**src/rtl/dmem_port_arbiter.sv**
```systemverilog
// Two-requester (CPU, DMA) arbiter for the single data-memory/IO port; one transaction at a time.
// Optional macro ARB_ROUND_ROBIN_EN selects round-robin tie-breaking instead of fixed CPU priority.
module dmem_port_arbiter #(
  parameter int unsigned DATA_W = 32,
  parameter int unsigned ADDR_W = 32,
  parameter int unsigned RD_LAT = 1
) (
  input  logic              clock,
  input  logic              reset,
  input  logic              c_req,
  input  logic              c_we,
  input  logic [ADDR_W-1:0] c_addr,
  input  logic [DATA_W-1:0] c_wdata,
  output logic              c_ack,
  output logic              c_stall,
  input  logic              d_req,
  input  logic              d_we,
  input  logic [ADDR_W-1:0] d_addr,
  input  logic [DATA_W-1:0] d_wdata,
  output logic              d_ack,
  output logic              d_err,
  output logic [DATA_W-1:0] rdata,
  output logic              mem_we,
  output logic [ADDR_W-1:0] mem_addr,
  output logic [DATA_W-1:0] mem_wdata,
  input  logic [DATA_W-1:0] mem_rdata
);

  localparam logic [1:0] ST_IDLE = 2'd0;
  localparam logic [1:0] ST_BUSY = 2'd1;
  localparam logic [1:0] ST_ACK  = 2'd2;
  localparam logic [3:0] LAT     = 4'(RD_LAT);

  logic [1:0]        r_state;
  logic              r_owner;
  logic              r_we;
  logic              r_refused;
  logic [3:0]        r_cnt;
  logic [ADDR_W-1:0] r_addr;
  logic [DATA_W-1:0] r_wdata;
  logic [DATA_W-1:0] r_rdata;
  logic              w_any_req;
  logic              w_grant_d;

  assign w_any_req = c_req | d_req;

`ifdef ARB_ROUND_ROBIN_EN
  // Resets to "DMA served last" so the first tie goes to the CPU.
  logic r_last_d;

  assign w_grant_d = d_req & (~c_req | ~r_last_d);

  always_ff @(posedge clock or posedge reset) begin
    if (reset) begin
      r_last_d <= 1'b1;
    end else if (r_state == ST_IDLE && w_any_req) begin
      r_last_d <= w_grant_d;
    end
  end
`else
  assign w_grant_d = d_req & ~c_req;
`endif

  always_ff @(posedge clock or posedge reset) begin
    if (reset) begin
      r_state   <= ST_IDLE;
      r_owner   <= 1'b0;
      r_we      <= 1'b0;
      r_refused <= 1'b0;
      r_cnt     <= 4'd0;
      r_addr    <= '0;
      r_wdata   <= '0;
      r_rdata   <= '0;
    end else begin
      case (r_state)
        ST_IDLE: begin
          if (w_any_req) begin
            r_owner   <= w_grant_d;
            r_we      <= w_grant_d ? d_we : c_we;
            r_addr    <= w_grant_d ? d_addr : c_addr;
            r_wdata   <= w_grant_d ? d_wdata : c_wdata;
            r_refused <= w_grant_d & d_addr[7];
            r_cnt     <= 4'd1;
            r_state   <= ST_BUSY;
          end
        end
        ST_BUSY: begin
          if (r_cnt == LAT) begin
            if (!r_we && !r_refused) begin
              r_rdata <= mem_rdata;
            end
            r_state <= ST_ACK;
          end else begin
            r_cnt <= r_cnt + 4'd1;
          end
        end
        ST_ACK: begin
          r_cnt   <= 4'd0;
          r_state <= ST_IDLE;
        end
        default: r_state <= ST_IDLE;
      endcase
    end
  end

  // Decoded straight from state so an async reset removes the strobe and acks at once.
  assign mem_we    = (r_state == ST_BUSY) && (r_cnt == 4'd1) && r_we && !r_refused;
  assign mem_addr  = r_addr;
  assign mem_wdata = r_wdata;
  assign rdata     = r_rdata;
  assign c_ack     = (r_state == ST_ACK) && !r_owner;
  assign d_ack     = (r_state == ST_ACK) && r_owner;
  assign d_err     = (r_state == ST_ACK) && r_owner && r_refused;
  assign c_stall   = c_req & ~c_ack;

endmodule

```
**config.mk**
```make
export PLATFORM = sky130hd
export DESIGN_NAME = dmem_port_arbiter
export DESIGN_NICKNAME = d
export VERILOG_FILES = /design/src/rtl/dmem_port_arbiter.sv
export SDC_FILE = /design/constraint.sdc
export NUM_CORES = 1
export LEC_CHECK = 0
export BUFFER_PORTS_ARGS = -buffer_cell sky130_fd_sc_hd__buf_2
export CORE_ASPECT_RATIO = 0.7
export CORE_MARGIN = 2
export CORE_UTILIZATION = 45
export CTS_CLUSTER_DIAMETER = 40
export DETAILED_ROUTE_END_ITERATION = 8
export PLACE_DENSITY_LB_ADDON = 0.05
export SYNTH_ARGS = -nofsm -noshare
export SYNTH_HDL_FRONTEND = slang
export SYNTH_SLANG_ARGS = --single-unit
```
**constraint.sdc**
```tcl
create_clock -name clock -period 3.94 [get_ports clock]
set_input_delay 0.591 -clock clock [delete_from_list [all_inputs] [get_ports clock]]
set_output_delay 0.591 -clock clock [all_outputs]
set_load 0.02 [all_outputs]
```
# Word-level counts from Yosys, hierarchy flattened
# Cells that the tools add are included.
[totals]
regBits = 105
in_bits = 166
output_inout_bits = 101
elab_cells = 46
[op_classes]
n_addsub = 1
n_eq_ne = 6
muxes = 9
bitwise = 6
n_reduce_logical = 16
[op_table]
columns = ["cell", "n"]
rows = [
  ["$mux 32", 2],
  ["$pmux 4 s3", 1],
  ["$mux 4", 2],
  ["$logic_and 1x1->1", 7],
  ["$ne 2x2->1 const B", 3],
  ["$reduce_and 3->1", 2],
  ["$add 4x1->4 const B", 1],
  ["$eq 4x1->1 const B", 1],
  ["$mux 2", 2],
  ["$pmux 2 s2", 1],
  ["$reduce_and 2->1", 2],
  ["$and 1x1->1", 3],
  ["$logic_not 1->1", 3],
  ["$reduce_bool 3->1", 1],
  ["$eq 2x1->1 const B", 1],
  ["$eq 2x2->1 const B", 1],
  ["$logic_not 2->1", 1],
  ["$not 1->1", 2],
  ["$mux 1", 1],
  ["$or 1x1->1", 1],
]

# Longest topological paths before layout
# Gate-level depths: netlist of the first run.
[logic_depth]
depth_word = 4
ltp_mapped = 9
depth_no_buf = 5

# Worst setup path before layout of the first run
# OpenSTA, ideal clock, no wires.
[synth_timing]
path_type = "register to output"
start = "register r_state[0]"
end = "output c_stall"
arrival_ns = 1.244
required_ns = 3.349
slack_ns = 2.105
path_stages_with_launch = 5
path_cell_list = "dfrtp_1 inv_1 ha_1 nor2b_1 nor2b_1"
[synth_via]
elab_chain_cells = 4
[synth_rtl]
columns = ["element", "line", "text"]
rows = [
  ["start, declared", "34", "logic [1:0] r_state;"],
  ["start signal, assigned", "66", "r_state <= ST_IDLE;"],
  ["start signal, assigned", "84", "r_state <= ST_BUSY;"],
  ["start signal, assigned", "92", "r_state <= ST_ACK;"],
  ["$eq 2x2->1", "111", "assign c_ack = (r_state == ST_ACK) && !r_owner;"],
  ["$logic_and 1x1->1", "111", ""],
  ["net c_ack", "14", "output logic c_ack,"],
  ["$not 1->1", "114", "assign c_stall = c_req & ~c_ack;"],
  ["$and 1x1->1", "114", ""],
  ["end, declared", "15", "output logic c_stall,"],
]
# The timed path passes the listed nets, and every way through them passes these cells.

# Final worst setup path of the first run
[layout_timing]
start = "register r_state[1]"
end = "register r_rdata[9] (netlist: rdata[9])"
[layout_via]
elab_chain_cells = 2
[layout_rtl]
columns = ["element", "line", "text"]
rows = [
  ["$eq 2x1->1", "75", "case (r_state)"],
  ["$reduce_and 3->1 (no source line)", "--", ""],
  ["end signal, assigned", "90", "r_rdata <= mem_rdata;"],
  ["end, declared", "41", "logic [DATA_W-1:0] r_rdata;"],
]
# No other way between the ends.
# A chain may end at the register's enable or synchronous reset.

==> summary.txt, run 1 <==
Outcome - finished clean
Vias in the first global route - 3926
Clock Skew - 0.00749 ns
Critical path cell sequence - inv_1 -> ha_1 -> nand4b_4 -> mux2_4
P per Cell Area - 793 nW/um2
#FFs+latches synth - 105
Worst Setup SP - r_state[1]
HPWL after DPL - 9570 um
Setup TNS - 0 ns
R2R depth - 4
Final max-slew violation count - 0
Setup WS post-layout - 1.60 ns
Max IR drop VDD - 347 uV
Design area - 6600 um2
Crit path time final - 2.34 ns
First-pass GRT wire length - 19500 um
Placer Congestion - 0.763
Number of CTS-inserted buffers - 9
Worst R2R Start - r_state[1]
Vias - 3965
Clk Latency, worst-skew pair - 0.34 ns
Distinct cells, synth - 36
Leading area contributor after synthesis - dfrtp_1
Pleak - 3.48 nW
Period utilization - 0.594
Initial DRC count - 158
Die height - 91.7 um
Share of the synthesized area in the top cell type - 0.531
Yosys warns - 0
Max-Cap Viols - 0
Syn nets - 589
Starting Density - 0.471
# Post-CTS Setup Buffers - 0
CTS resizes - 0
Ports - 267
DRC Markers - 0
Post-CTS Hold Buffers - 0
Reg2Reg Capture Point - rdata[9]
Final number of hold-violating endpoints - 0
Nets@finish - 844
Vias/cell - 4.81
Share of post-route cells with drive strength above 1 - 0.485
Total power - 5.23 mW
Most common cell after layout, fill and taps aside - buf_2
Worst Tran Pin Value - 1.03 ns
Syn avg cell area - 11.9 um2
Largest net degree at the start of global routing - 85
Gr ovfl total - 0
Antenna-violating nets left - 0
Fmax - 427 MHz
Die width - 129 um
Antenna cells - 0
Crit path DAT - 2.56 ns
Reg clk slew, reported paths - 0.07 ns
Port Buffers - 266
Layout filler cell count - 892
Core Footprint - 10500 um2
Hold crit path type - input port to async pin
Antenna violations before repair - 0
# setup viols final - 0
CP Capture Type - register
Slew Limit Headroom - 0.316
Setup slack at placement - 1.59 ns
Total GRT Usage - 0.211
Critical Path RT - 4.16 ns
Wire length per cell - 15.0 um
CTS tree - built
Slowest stage cell on the critical path - nand4b_4
Netlist Area Pre-Place - 4950 um2
Post-placement cell area - 6320 um2
Worst Path Max Fanout - 32
Mapped Cells - 416
WS Path Type - register to register
CTS max path bufs - 2
TritonRoute pass-1 iters - 4
Part of the Yosys area used for sequential elements - 0.531
Final wirelength - 12400 um
Die Area - 11900 um2
# clock sinks - 105
Crit start category - register
H-tree levels - 3
Root Buffer - clkbuf_16
R2r setup slk - 1.60 ns
Area grow syn2layout - 33.3%
Worst stage delay on the critical path - 0.69 ns
Synth top area cells - dfrtp_1, mux2i_1, mux2_4
Rows - 31
Unrepaired setup endpoints after global routing - false
Commonest cells after routing, fill and taps aside - buf_2, dfrtp_1, nand2_1
## flip-flops by register name, summed over array words and instances, names as in the netlist
signal / flops
r_we: 1
rdata: 32
mem_wdata: 32
mem_addr: 32
r_refused: 1
r_cnt: 4
r_owner: 1
r_state: 2
## how the worst max path moves through the flow
stage | to
after floorplan | mem_addr[0]
after global placement | mem_wdata[17]
final | rdata[9]
after global routing | rdata[17]
after CTS | rdata[9]
after detailed placement | mem_wdata[17]
## metrics by stage
step	std cells	hold WS (ns)	utilization
floorplan	416	0.465	-
global placement	808	0.458	0.601
detailed placement	808	0.465	0.601
CTS	824	0.468	0.628
global route	824	0.459	0.628
finish	824	0.472	0.628
## critical path: cells and delay by family (launching register included)
family	cells	cell delay (ns)
buffers and inverters	1	0.12
adder cells (fa/ha/maj)	1	0.43
multiplexers	1	0.55
flip-flops	1	0.42
AND/OR/NAND/NOR	1	0.69
## per-layer routing
metal / wire (um) / vias up / global-route usage / part of all wire
met5: 0 / - / 0 / 0
met4: 174 / 0 / 0.0480 / 0.014
met3: 989 / 17 / 0.0683 / 0.080
met2: 6230 / 155 / 0.367 / 0.50
met1: 4980 / 1842 / 0.254 / 0.40
li1: - / 1951 / - / -
## cells in the mapped netlist
master,number
mux2_2,3
a211oi_1,1
buf_4,2
mux2i_1,64
a311oi_1,2
o21a_1,1
nor3b_2,1
a311o_1,1
buf_8,6
and4_1,1
o211ai_1,1
nand2b_1,2
nor2_1,1
inv_1,9
ha_1,7
nand3b_1,1
o22ai_1,2
o21ai_0,66
nand2_1,66
nor3b_4,1
buf_2,7
o2bb2ai_1,1
or2_2,1
mux2_4,30
buf_6,3
nand3_1,3
a21oi_1,6
nand4b_4,1
nor2b_1,4
dfrtp_1,105
a31oi_1,1
and3_1,1
o32ai_1,2
or3b_1,1
and2_1,2
clkbuf_1,10
## area by class of cell
cell class | instances | area (um2) | share of cell area
Tap cell | 148 | 185 | 0.0281
Multi-Input combinational cell | 274 | 2100 | 0.318
Timing Repair Buffer | 272 | 1380 | 0.209
Inverter | 9 | 36.3 | 0.00550
Clock buffer | 9 | 225 | 0.0341
Sequential cell | 105 | 2630 | 0.398
Clock inverter | 7 | 53.8 | 0.00815
## power breakdown
group	internal, mW	leakage, nW	switching [mW]
Combinational	0.997	2.06	1.50
Sequential	1.61	1.28	0.286
Clock	0.434	0.140	0.403
Total	3.04	3.48	2.19
## kinds of logic after synthesis
logic type	synth area share
flops	0.531
mux	0.227
simple gates	0.0827
compound gates	0.0920
buf+inv	0.0495
fa+ha+maj	0.0177
Note: power is estimated with default switching activity, not from simulation.
==> run 2: changes to the inputs <==
--- a/config.mk
+++ b/config.mk
@@ -8,7 +8,7 @@
 export BUFFER_PORTS_ARGS = -buffer_cell sky130_fd_sc_hd__buf_2
 export CORE_ASPECT_RATIO = 0.7
 export CORE_MARGIN = 2
-export CORE_UTILIZATION = 45
+export CORE_UTILIZATION = 41
 export CTS_CLUSTER_DIAMETER = 40
 export DETAILED_ROUTE_END_ITERATION = 8
 export PLACE_DENSITY_LB_ADDON = 0.05
==> constraint.sdc (replaced) <==
create_clock -name clock -period 1.9 [get_ports clock]
set_input_delay 0.285 -clock clock [delete_from_list [all_inputs] [get_ports clock]]
set_output_delay 0.285 -clock clock [all_outputs]
set_load 0.02 [all_outputs]
==> run 2 against run 1 <==
  * Worst setup slack lost 1.5 ns
  * Clock skew grew 0.00073 ns
  * Sequential cell count is the same
  * Clock-buffer cell count is the same
  * Clock power grew 120%
  * Critical path type is now register to primary output
  * Critical endpoint is now c_stall
==> summary.txt, run 2 (synthesized netlist as in run 1, its figures left out) <==
First-pass GRT wire length - 18600 um (-4.2%)
Max IR drop VDD - 729 uV (+110%)
Post-CTS Hold Buffers - 0 (unchanged)
Design area - 6760 um2 (+2.5%)
R2r setup slk - 0.09 ns (-1.51 ns)
Die Area - 13000 um2 (+9.4%)
Hold slack - 0.0762 ns (-0.396 ns)
Commonest cells after routing, fill and taps aside - buf_2, dfrtp_1, nand2_1
Period utilization - 0.962
Met1 GRT Util - 0.246 (-0.00754)
Wire length per cell - 14.7 um (-2.2%)
Hold crit path type - input port to async pin
Worst Tran Pin Value - 0.577 ns (-0.448 ns)
Layout filler cell count - 1046 (+17%)
Antenna violations before repair - 0 (unchanged)
Share of post-route cells with drive strength above 1 - 0.494 (+0.00893)
WS Path Type - register to primary output
Vias - 3929 (-0.91%)
CP Capture Type - primary output
Crit path time final - 1.83 ns
Setup slack at placement - 0.109 ns (-1.48 ns)
Vias/cell - 4.68 (-2.7%)
Outcome - finished clean
P per Cell Area - 1650 nW/um2 (+110%)
Pleak - 3.54 nW (+1.6%)
Most common cell after layout, fill and taps aside - buf_2
Largest net degree at the start of global routing - 106 (+25%)
Crit path DAT - 1.54 ns (-1.02 ns)
Crit start category - register
H-tree levels - 3 (unchanged)
Met3 global-route usage - 0.0506 (-0.0177)
Number of CTS-inserted buffers - 9 (unchanged)
Die width - 135 um (+4.6%)
Rows - 33 (+6.5%)
Final max-slew violation count - 0 (unchanged)
Antenna cells - 0 (unchanged)
Antenna-violating nets left - 0 (unchanged)
Worst Setup SP - r_state[0]
Clk Latency, worst-skew pair - 0.34 ns (about the same)
Slew Limit Headroom - 0.615 (+0.299)
Ports - 267 (unchanged)
Setup WS post-layout - 0.0725 ns (-1.53 ns)
Area grow syn2layout - 36.7%
Root Buffer - clkbuf_16
Unrepaired setup endpoints after global routing - true
Reg clk slew, reported paths - 0.07 ns (about the same)
CTS tree - built
Max-Cap Viols - 0 (unchanged)
Initial DRC count - 67 (-58%)
Gr ovfl total - 0 (unchanged)
Grt met2 use - 0.308 (-0.0587)
Port Buffers - 266 (unchanged)
Die height - 95.9 um (+4.6%)
Total GRT Usage - 0.187 (-0.0239)
Vias in the first global route - 3743 (-4.7%)
Global routing's busiest layer - met2
Core Footprint - 11700 um2 (+12%)
Starting Density - 0.422 (-0.0488)
Final wirelength - 12300 um (-0.40%)
# setup viols final - 0 (unchanged)
Fmax - 547 MHz
# clock sinks - 105 (unchanged)
Worst R2R Start - r_state[1]
R2R depth - 5 (+1)
Crit path to - c_stall
Worst Path Max Fanout - 4 (-88%)
Reg2Reg Capture Point - r_state[1]
Post-placement cell area - 6400 um2 (+1.3%)
Clock Skew - 0.00822 ns (+0.000726 ns)
Critical Path RT - 1.62 ns (-2.54 ns)
Nets@finish - 850 (+0.71%)
DRC Markers - 0 (unchanged)
Final number of hold-violating endpoints - 0 (unchanged)
TritonRoute pass-1 iters - 4 (unchanged)
HPWL after DPL - 9430 um (-1.5%)
Total power - 11.2 mW (+110%)
Placer Congestion - 0.741 (-2.8%)
CTS max path bufs - 2 (unchanged)
==> run 2: stage by stage <==
| stage | setup TNS [ns] | cells | utilization |
|---|---|---|---|
| 6_report | 0 | 839 | 0.577 |
| 5_1_grt | -0.0197 | 839 | 0.577 |
| 4_1_cts | -0.0333 | 835 | 0.573 |
| 3_5_place_dp | 0 | 818 | 0.546 |
| 3_3_place_gp | 0 | 818 | 0.546 |
| 2_1_floorplan | 0 | 416 | - |
==> run 2: worst max-delay path, cell delays in order (launching register included) <==
cell     delay (ns)
dfrtp_2        0.39
inv_1          0.08
ha_1           0.25
nor2b_1        0.16
nor2b_1        0.14
buf_2          0.19
==> run 2: worst min-delay path by stage <==
stage	start	slack, ns	cells past startpoint	to
5_1_grt	reset	0.15	3	rdata[11]
2_1_floorplan	mem_rdata[0]	0.43	1	rdata[0]
3_5_place_dp	mem_addr[30]	0.46	2	mem_addr[30]
3_3_place_gp	mem_wdata[15]	0.46	2	mem_wdata[15]
4_1_cts	reset	0.12	3	rdata[10]
6_report	reset	0.08	3	rdata[10]
==> run 2: power breakdown <==
group          switching [mW]  internal (mW)
registers               0.577           3.34
logic                    3.18           2.22
clock network           0.837           1.03
total                    4.59           6.59
==> run 2: per-layer routing <==
metal / wire [um] / part of all wire
met1: 5390 / 0.44
met2: 5900 / 0.48
met3: 869 / 0.071
met4: 164 / 0.013
met5: 0 / 0
==> run 2: repair_timing <==
action                                  CTS  global route
gates resized for setup                   1             5
endpoints found under the setup margin    1             5
setup buffers                             1             4
==> run 2: final cells by class <==
type | instances | area, um2 | area share
sequential | 105 | 2630 | 0.389
multi-input combinational | 274 | 2110 | 0.312
timing repair buffer | 278 | 1490 | 0.220
clock buffer | 9 | 225 | 0.0333
tap | 157 | 196 | 0.0290
clock inverter | 7 | 77.6 | 0.0115
inverter | 9 | 37.5 | 0.00555
